`src/rtl/shot_judge_if.sv`:
```
// Signal bundle between the shot judge and the game logic around it:
// crosshair, duck, trigger and frame strobe going in, and judgement and score coming out.
interface shot_judge_if;
    logic        frame_clk;
    logic        trigger;
    logic [9:0]  cursor_x;
    logic [9:0]  cursor_y;
    logic [18:0] duck_center;
    logic        duck_active;
    logic        round_start;
    logic        duck_dead;
    logic        duck_hit;
    logic        duck_escaped;
    logic [1:0]  shots_left;
    logic [15:0] score;

    modport master (
        output frame_clk, trigger, cursor_x, cursor_y, duck_center, duck_active, round_start,
        input  duck_dead, duck_hit, duck_escaped, shots_left, score
    );

    modport slave (
        input  frame_clk, trigger, cursor_x, cursor_y, duck_center, duck_active, round_start,
        output duck_dead, duck_hit, duck_escaped, shots_left, score
    );
endinterface

```
`src/rtl/shot_judge.sv`:
```
// Judges gun shots against the duck position: square hit window, per-duck shot budget,
// frame-timed hit/miss hold periods and a saturating score.
module shot_judge #(
    parameter logic [9:0]  HIT_RADIUS     = 10'd12,
    parameter logic [5:0]  HOLD_FRAMES    = 6'd30,
    parameter logic [1:0]  SHOTS_PER_DUCK = 2'd3,
    parameter logic [15:0] POINTS         = 16'd500
) (
    input  logic         Clk,
    input  logic         Reset,
    shot_judge_if.slave  bus
);

    typedef enum logic [2:0] {
        IDLE      = 3'd0,
        AIM       = 3'd1,
        FIRE      = 3'd2,
        HIT_HOLD  = 3'd3,
        MISS_HOLD = 3'd4
    } state_t;

    state_t      state_reg, state_next;
    logic [5:0]  hold_cnt_reg, hold_cnt_next;
    logic [1:0]  trig_sync_reg;
    logic        trig_prev_reg;
    logic        frame_prev_reg;
    logic [1:0]  shots_reg;
    logic [15:0] score_reg;
    logic        dead_reg, hit_reg, esc_reg;
    logic [9:0]  cx_reg, cy_reg;
    logic [18:0] dc_reg;

    logic        fire_evt, frame_rise, hold_done, hit_w;
    logic        load_shots, dec_shot, add_points, capture, hit_next, esc_next;
    logic [10:0] dx, dy, duck_x_ext, duck_y_ext, cur_x_ext, cur_y_ext;
    logic [16:0] score_sum;

    // The edge detector looks at the synchronized copy only, so a trigger held through
    // reset cannot produce a fire event on the first cycle out of reset.
    assign fire_evt   = trig_sync_reg[1] & ~trig_prev_reg;
    assign frame_rise = bus.frame_clk & ~frame_prev_reg;
    assign hold_done  = frame_rise && (hold_cnt_reg == HOLD_FRAMES - 6'd1);

    assign cur_x_ext  = {1'b0, cx_reg};
    assign cur_y_ext  = {1'b0, cy_reg};
    assign duck_x_ext = {1'b0, dc_reg[18:9]};
    assign duck_y_ext = {2'b00, dc_reg[8:0]};
    assign dx = (cur_x_ext >= duck_x_ext) ? cur_x_ext - duck_x_ext : duck_x_ext - cur_x_ext;
    assign dy = (cur_y_ext >= duck_y_ext) ? cur_y_ext - duck_y_ext : duck_y_ext - cur_y_ext;
    assign hit_w = (dx <= {1'b0, HIT_RADIUS}) && (dy <= {1'b0, HIT_RADIUS});

    assign score_sum = {1'b0, score_reg} + {1'b0, POINTS};

    always_ff @(posedge Clk) begin
        if (Reset) begin
            state_reg    <= IDLE;
            hold_cnt_reg <= 6'd0;
        end else begin
            state_reg    <= state_next;
            hold_cnt_reg <= hold_cnt_next;
        end
    end

    always_comb begin
        state_next    = state_reg;
        hold_cnt_next = hold_cnt_reg;
        load_shots    = 1'b0;
        dec_shot      = 1'b0;
        add_points    = 1'b0;
        capture       = 1'b0;
        hit_next      = 1'b0;
        esc_next      = 1'b0;
        case (state_reg)
            IDLE: begin
                if (bus.round_start) begin
                    state_next    = AIM;
                    load_shots    = 1'b1;
                    hold_cnt_next = 6'd0;
                end
            end
            AIM: begin
                if (!bus.duck_active) begin
                    state_next = IDLE;
                    esc_next   = 1'b1;
                end else if (fire_evt) begin
                    state_next = FIRE;
                    capture    = 1'b1;
                end
            end
            FIRE: begin
                if (hit_w) begin
                    state_next = HIT_HOLD;
                    add_points = 1'b1;
                    hit_next   = 1'b1;
                end else begin
                    state_next = MISS_HOLD;
                    dec_shot   = 1'b1;
                end
            end
            HIT_HOLD: begin
                if (hold_done) begin
                    state_next    = IDLE;
                    hold_cnt_next = 6'd0;
                end else if (frame_rise) begin
                    hold_cnt_next = hold_cnt_reg + 6'd1;
                end
            end
            MISS_HOLD: begin
                if (hold_done) begin
                    hold_cnt_next = 6'd0;
                    if (shots_reg != 2'd0) begin
                        state_next = AIM;
                    end else begin
                        state_next = IDLE;
                        esc_next   = 1'b1;
                    end
                end else if (frame_rise) begin
                    hold_cnt_next = hold_cnt_reg + 6'd1;
                end
            end
            default: begin
                state_next    = IDLE;
                hold_cnt_next = 6'd0;
            end
        endcase
    end

    always_ff @(posedge Clk) begin
        if (Reset) begin
            trig_sync_reg  <= 2'b00;
            trig_prev_reg  <= 1'b0;
            frame_prev_reg <= 1'b0;
            shots_reg      <= 2'd0;
            score_reg      <= 16'd0;
            dead_reg       <= 1'b0;
            hit_reg        <= 1'b0;
            esc_reg        <= 1'b0;
            cx_reg         <= 10'd0;
            cy_reg         <= 10'd0;
            dc_reg         <= 19'd0;
        end else begin
            trig_sync_reg  <= {trig_sync_reg[0], bus.trigger};
            trig_prev_reg  <= trig_sync_reg[1];
            frame_prev_reg <= bus.frame_clk;
            dead_reg       <= (state_next == HIT_HOLD);
            hit_reg        <= hit_next;
            esc_reg        <= esc_next;
            if (load_shots) begin
                shots_reg <= SHOTS_PER_DUCK;
            end else if (dec_shot && shots_reg != 2'd0) begin
                shots_reg <= shots_reg - 2'd1;
            end
            if (add_points) begin
                score_reg <= score_sum[16] ? 16'hFFFF : score_sum[15:0];
            end
            if (capture) begin
                cx_reg <= bus.cursor_x;
                cy_reg <= bus.cursor_y;
                dc_reg <= bus.duck_center;
            end
        end
    end

    assign bus.duck_dead    = dead_reg;
    assign bus.duck_hit     = hit_reg;
    assign bus.duck_escaped = esc_reg;
    assign bus.shots_left   = shots_reg;
    assign bus.score        = score_reg;

endmodule

```
`src/flat_wrapper.sv`:
```
// flat-port wrapper written by rule: the top's interface ports become plain ports
module shot_judge_flat 
#(
    parameter logic [9:0]  HIT_RADIUS     = 10'd12,
    parameter logic [5:0]  HOLD_FRAMES    = 6'd30,
    parameter logic [1:0]  SHOTS_PER_DUCK = 2'd3,
    parameter logic [15:0] POINTS         = 16'd500
)
  (Clk, Reset, bus_frame_clk, bus_trigger, bus_cursor_x, bus_cursor_y, bus_duck_center, bus_duck_active, bus_round_start, bus_duck_dead, bus_duck_hit, bus_duck_escaped, bus_shots_left, bus_score);
  shot_judge_if bus_i ();
  input  logic Clk;
  input  logic Reset;
  input wire logic [$bits(bus_i.frame_clk)-1:0] bus_frame_clk;
  input wire logic [$bits(bus_i.trigger)-1:0] bus_trigger;
  input wire logic [$bits(bus_i.cursor_x)-1:0] bus_cursor_x;
  input wire logic [$bits(bus_i.cursor_y)-1:0] bus_cursor_y;
  input wire logic [$bits(bus_i.duck_center)-1:0] bus_duck_center;
  input wire logic [$bits(bus_i.duck_active)-1:0] bus_duck_active;
  input wire logic [$bits(bus_i.round_start)-1:0] bus_round_start;
  output wire logic [$bits(bus_i.duck_dead)-1:0] bus_duck_dead;
  output wire logic [$bits(bus_i.duck_hit)-1:0] bus_duck_hit;
  output wire logic [$bits(bus_i.duck_escaped)-1:0] bus_duck_escaped;
  output wire logic [$bits(bus_i.shots_left)-1:0] bus_shots_left;
  output wire logic [$bits(bus_i.score)-1:0] bus_score;
  assign bus_i.frame_clk = bus_frame_clk;
  assign bus_i.trigger = bus_trigger;
  assign bus_i.cursor_x = bus_cursor_x;
  assign bus_i.cursor_y = bus_cursor_y;
  assign bus_i.duck_center = bus_duck_center;
  assign bus_i.duck_active = bus_duck_active;
  assign bus_i.round_start = bus_round_start;
  assign bus_duck_dead = bus_i.duck_dead;
  assign bus_duck_hit = bus_i.duck_hit;
  assign bus_duck_escaped = bus_i.duck_escaped;
  assign bus_shots_left = bus_i.shots_left;
  assign bus_score = bus_i.score;
  shot_judge #(.HIT_RADIUS(HIT_RADIUS), .HOLD_FRAMES(HOLD_FRAMES), .SHOTS_PER_DUCK(SHOTS_PER_DUCK), .POINTS(POINTS)) u_core (.Clk(Clk), .Reset(Reset), .bus(bus_i));
endmodule
```
`config.mk`:
```
export PLATFORM = sky130hd
export DESIGN_NAME = shot_judge_flat
export DESIGN_NICKNAME = d
export VERILOG_FILES = /design/src/rtl/shot_judge_if.sv /design/src/rtl/shot_judge.sv /design/src/flat_wrapper.sv
export SDC_FILE = /design/constraint.sdc
export NUM_CORES = 1
export LEC_CHECK = 0
export CAP_MARGIN = 10
export CORE_AREA = 10 10 105 107
export CTS_CLUSTER_SIZE = 28
export DETAILED_ROUTE_END_ITERATION = 16
export DIE_AREA = 0 0 115 117
export GPL_TIMING_DRIVEN = 0
export PLACE_DENSITY = 0.78
export SKIP_LAST_GASP = 1
export SLEW_MARGIN = 20
export SYNTH_ARGS = -nofsm -noshare
export SYNTH_HDL_FRONTEND = slang
export SYNTH_SLANG_ARGS = --single-unit
```
`constraint.sdc`:
```
create_clock -name Clk -period 9.25 [get_ports Clk]
set_input_delay 0.925 -clock Clk [delete_from_list [all_inputs] [get_ports Clk]]
set_output_delay 0.925 -clock Clk [all_outputs]
set_load 0.02 [all_outputs]
```
==> summary.md <==
### Die
- 13500 um2 — die footprint
- 66 — I/O pin count
- 0.530 — Initial Utilization
- 9020 um2 — Core Region
- 35 — row cnt
- 115 um — Chip Width
- 117 um — height of the chip

### Worst setup path
- 12 — number of cells on the worst reg-to-reg path
- 9.46 ns — endpoint required time on the critical path
- simple AND/OR/NAND/NOR gates — cell class contributing the biggest share of worst-path delay
- nand4_1 — library cell contributing the largest single delay on the critical path
- 8 — worst-path fanout max
- u_core.dc_reg[1]$_SDFFE_PP0P_ — timing startpoint of the critical path
- 0.44 ns — Worst path max stage delay
- flip-flop to flip-flop — category of the critical setup timing path
- u_core.bus.score[11]$_SDFFE_PP0P_ — r2r endpoint
- inv_1 > ha_1 > nor2b_1 > o31a_4 > o31a_1 > nor4_2 > mux2i_1 > o211ai_1 > a31oi_1 > nand4_1 > nor2_2 > a311oi_1 — chain of cells forming the critical path
- u_core.dc_reg[1]$_SDFFE_PP0P_ — Crit Reg-Reg Startpoint
- flip-flop — kind of end point of the critical path
- flip-flop — CP startpoint kind
- 5.40 ns — setup slack of the most critical reg-to-reg path
- 1 — Buf/Inv on CP
- 4.06 ns — critical path data arrival time

### STA
- 0.00949 ns — Final Skew
- 0 — Final Slew Violations
- 0.608 ns — slew of the pin with the lowest slew margin
- 0 ns — setup total negative slack
- 0 — Setup Viol. Count Final
- 0 — number of hold violations in the final report
- 3.85 ns — minimum period implied by the final worst setup slack
- no — RSZ-0062 raised after global routing
- 0.595 — remaining max-slew budget at the tightest pin
- 0.416 — share of the clock period used by the worst path
- 0.260 GHz — Max Clk Rate

### Place
- 5570 um2 — DP Area
- 65 — number of port buffers
- 789 — total placed cells including tap cells
- 0.908 — placer's final routability congestion estimate
- 9520 um — DP HPWL

### Synth
- 0 — proportion of synthesized flip-flops having asynchronous set or reset
- 4780 um2 — post-synth design cell area
- 0 — number of synthesized flops with an enable pin
- 75 — number of distinct library cells after synthesis
- 613 — synthesized instance count
- 7.81 um2 — mean post-synth cell area
- dfxtp_1 — most instantiated flip-flop cell in the synthesis netlist
- 0.301 — post-synthesis sequential area ratio
- 700 — total nets after synthesis
- 72 — register bit total from synthesis
- 0 — number of warning messages in the yosys log

### Drt
- 0 — Detail Route Antenna Nets
- 4532 — via count
- 4 — First-pass DRT Iterations
- 269 — DRT iter0 DRCs
- 12600 um — routed wire length
- 5.63 — per-cell via count in the routed design
- 15.7 um — final routed wire length divided by cell count
- 0 — number of remaining DRC errors

### CTS
- 9 — number of CTS-inserted buffers
- 0.35 ns — insertion delay to the later sink of the worst-skew pair
- 72 — Sink Count
- 0 — cts hold-fix bufs
- 2 — buffers from clock root to sink, at most
- 0 — post_cts resized
- built — clock tree from TritonCTS
- 0 — number of buffers added for setup after CTS
- clkbuf_8 — root buf cell
- 0.08 ns — clock slew seen by the registers of the worst setup and hold paths
- 3 — number of H-tree levels

### GRT
- 0.186 — All-Layer GR Usage
- 4400 — number of global-route vias before repair
- 0 — Remaining Overflow, GRT
- 0 — antenna violations before repair
- 20600 um — global-route wire length before repair
- 13 — pin count of the biggest net entering global routing

### Finish
- 796 — count of fill cells added during filler insertion
- 0 — number of diodes added for antenna fixing
- 5800 um2 — post-route standard cell area excluding fillers
- 805 — number of standard cells in the final layout excluding fillers
- 19 — max FFs per register
- 0.0764 — share of post-route cells with drive strength above 1
- 0.642 — Final Util
- 776 — number of nets at the end of the flow
- 21.1% — layout-stage area growth over the synthesis result

### Pwr
- 77.1 uV — Worst VDD drop
- 0.704 mW — Overall Power
- 2.19 nW — total leakage power
- 121 nW/um2 — Power per Cell Area

### Worst hold path
- flip-flop to flip-flop — class of the tightest hold or removal check
- u_core.trig_sync_reg[0]$_SDFF_PP0_ — startpoint of the worst hold path
- u_core.trig_sync_reg[1]$_SDFF_PP0_ — Worst Hold End
- 1 — number of stages on the worst hold path

### Flow run
- 0 — Max Cap Viol

### Status
- complete, no violations — outcome

-- through the flow --
step,worst slack (ns),hold WS (ns)
2_1_floorplan,6.06,0.414
3_3_place_gp,5.51,0.422
3_5_place_dp,5.47,0.438
4_1_cts,5.43,0.449
5_1_grt,5.14,0.458
6_report,5.40,0.450
-- final cells by class --
class	instances	area (um2)	area share
Tap cell	111	139	0.0240
Timing Repair Buffer	65	651	0.112
Clock inverter	4	76.3	0.0132
Inverter	55	206	0.0356
Sequential cell	72	1440	0.249
Multi-Input combinational cell	454	2990	0.515
Buffer	32	150	0.0259
Clock buffer	12	145	0.0250
-- layout by cell type, fill, tap and decap left out, types with 3 or more instances in the layout --
master,instances
or2_2,3
mux2i_1,5
clkbuf_8,10
o211ai_1,5
and2_1,6
clkbuf_1,20
a311oi_1,7
nand2b_1,6
nor2b_1,12
o31a_1,3
nand2_1,109
a21o_1,8
a31oi_1,6
clkdlybuf4s50_1,65
o21a_1,5
nor4_1,5
or3_1,4
buf_4,3
ha_1,42
inv_1,54
nand4_1,6
a21oi_1,71
nand3_1,10
nor2_1,29
xnor2_1,11
a211oi_1,4
buf_2,8
nor3_1,15
o21ai_2,3
xor2_1,7
o21ai_0,11
o2111ai_1,3
and3_1,7
dfxtp_1,72
-- cell families after synthesis --
family	Yosys count	share of synthesized area
compound gates	158	0.231
xor+xnor	18	0.0329
fa+ha+maj	42	0.110
buf+inv	87	0.0745
flops	72	0.301
mux	7	0.0152
simple gates	229	0.235
-- worst max-delay path by stage --
| stage | to | depth (start not counted) | slack (ns) |
|---|---|---|---|
| finish | u_core.bus.score[11]$_SDFFE_PP0P_ | 12 | 5.40 |
| global route | u_core.bus.score[4]$_SDFFE_PP0P_ | 12 | 5.14 |
| CTS | u_core.bus.score[15]$_SDFFE_PP0P_ | 12 | 5.43 |
| detailed placement | u_core.dc_reg[9]$_SDFFE_PP0P_ | 7 | 5.47 |
| global placement | u_core.dc_reg[9]$_SDFFE_PP0P_ | 7 | 5.51 |
| floorplan | u_core.bus.score[7]$_SDFFE_PP0P_ | 13 | 6.06 |
-- power by group --
group / internal [mW] / switching [mW] / total [mW]
Clock: 0.161 / 0.124 / 0.284
Combinational: 0.0499 / 0.0521 / 0.102
Sequential: 0.314 / 0.00366 / 0.318
-- cells in the mapped netlist, types with 5 or more instances --
master    instances  area [um2]
nand2_1         109         409
dfxtp_1          72        1440
a21oi_1          71         355
inv_1            54         203
ha_1             42         526
nor2_1           29         109
clkbuf_1         18        67.6
nor3_1           15        75.1
nor2b_1          12        75.1
o21ai_0          11        55.1
xnor2_1          11        96.3
nand3_1          10        50.1
a21o_1            8        60.1
buf_2             8        40.0
a311oi_1          7        61.3
and3_1            7        43.8
xor2_1            7        61.3
a31oi_1           6        37.5
and2_1            6        37.5
nand2b_1          6        37.5
nand4_1           6        37.5
mux2i_1           5        50.1
nor4_1            5        31.3
o211ai_1          5        37.5
o21a_1            5        37.5
-- layer usage --
metal | vias up | GRT usage | share of wire
met4 | 0 | 0.0825 | 0.027
met5 | - | 0 | 0
li1 | 2278 | - | -
met1 | 2111 | 0.222 | 0.45
met3 | 30 | 0.0464 | 0.060
met2 | 113 | 0.309 | 0.47
Power figures use the tool's default switching activity.
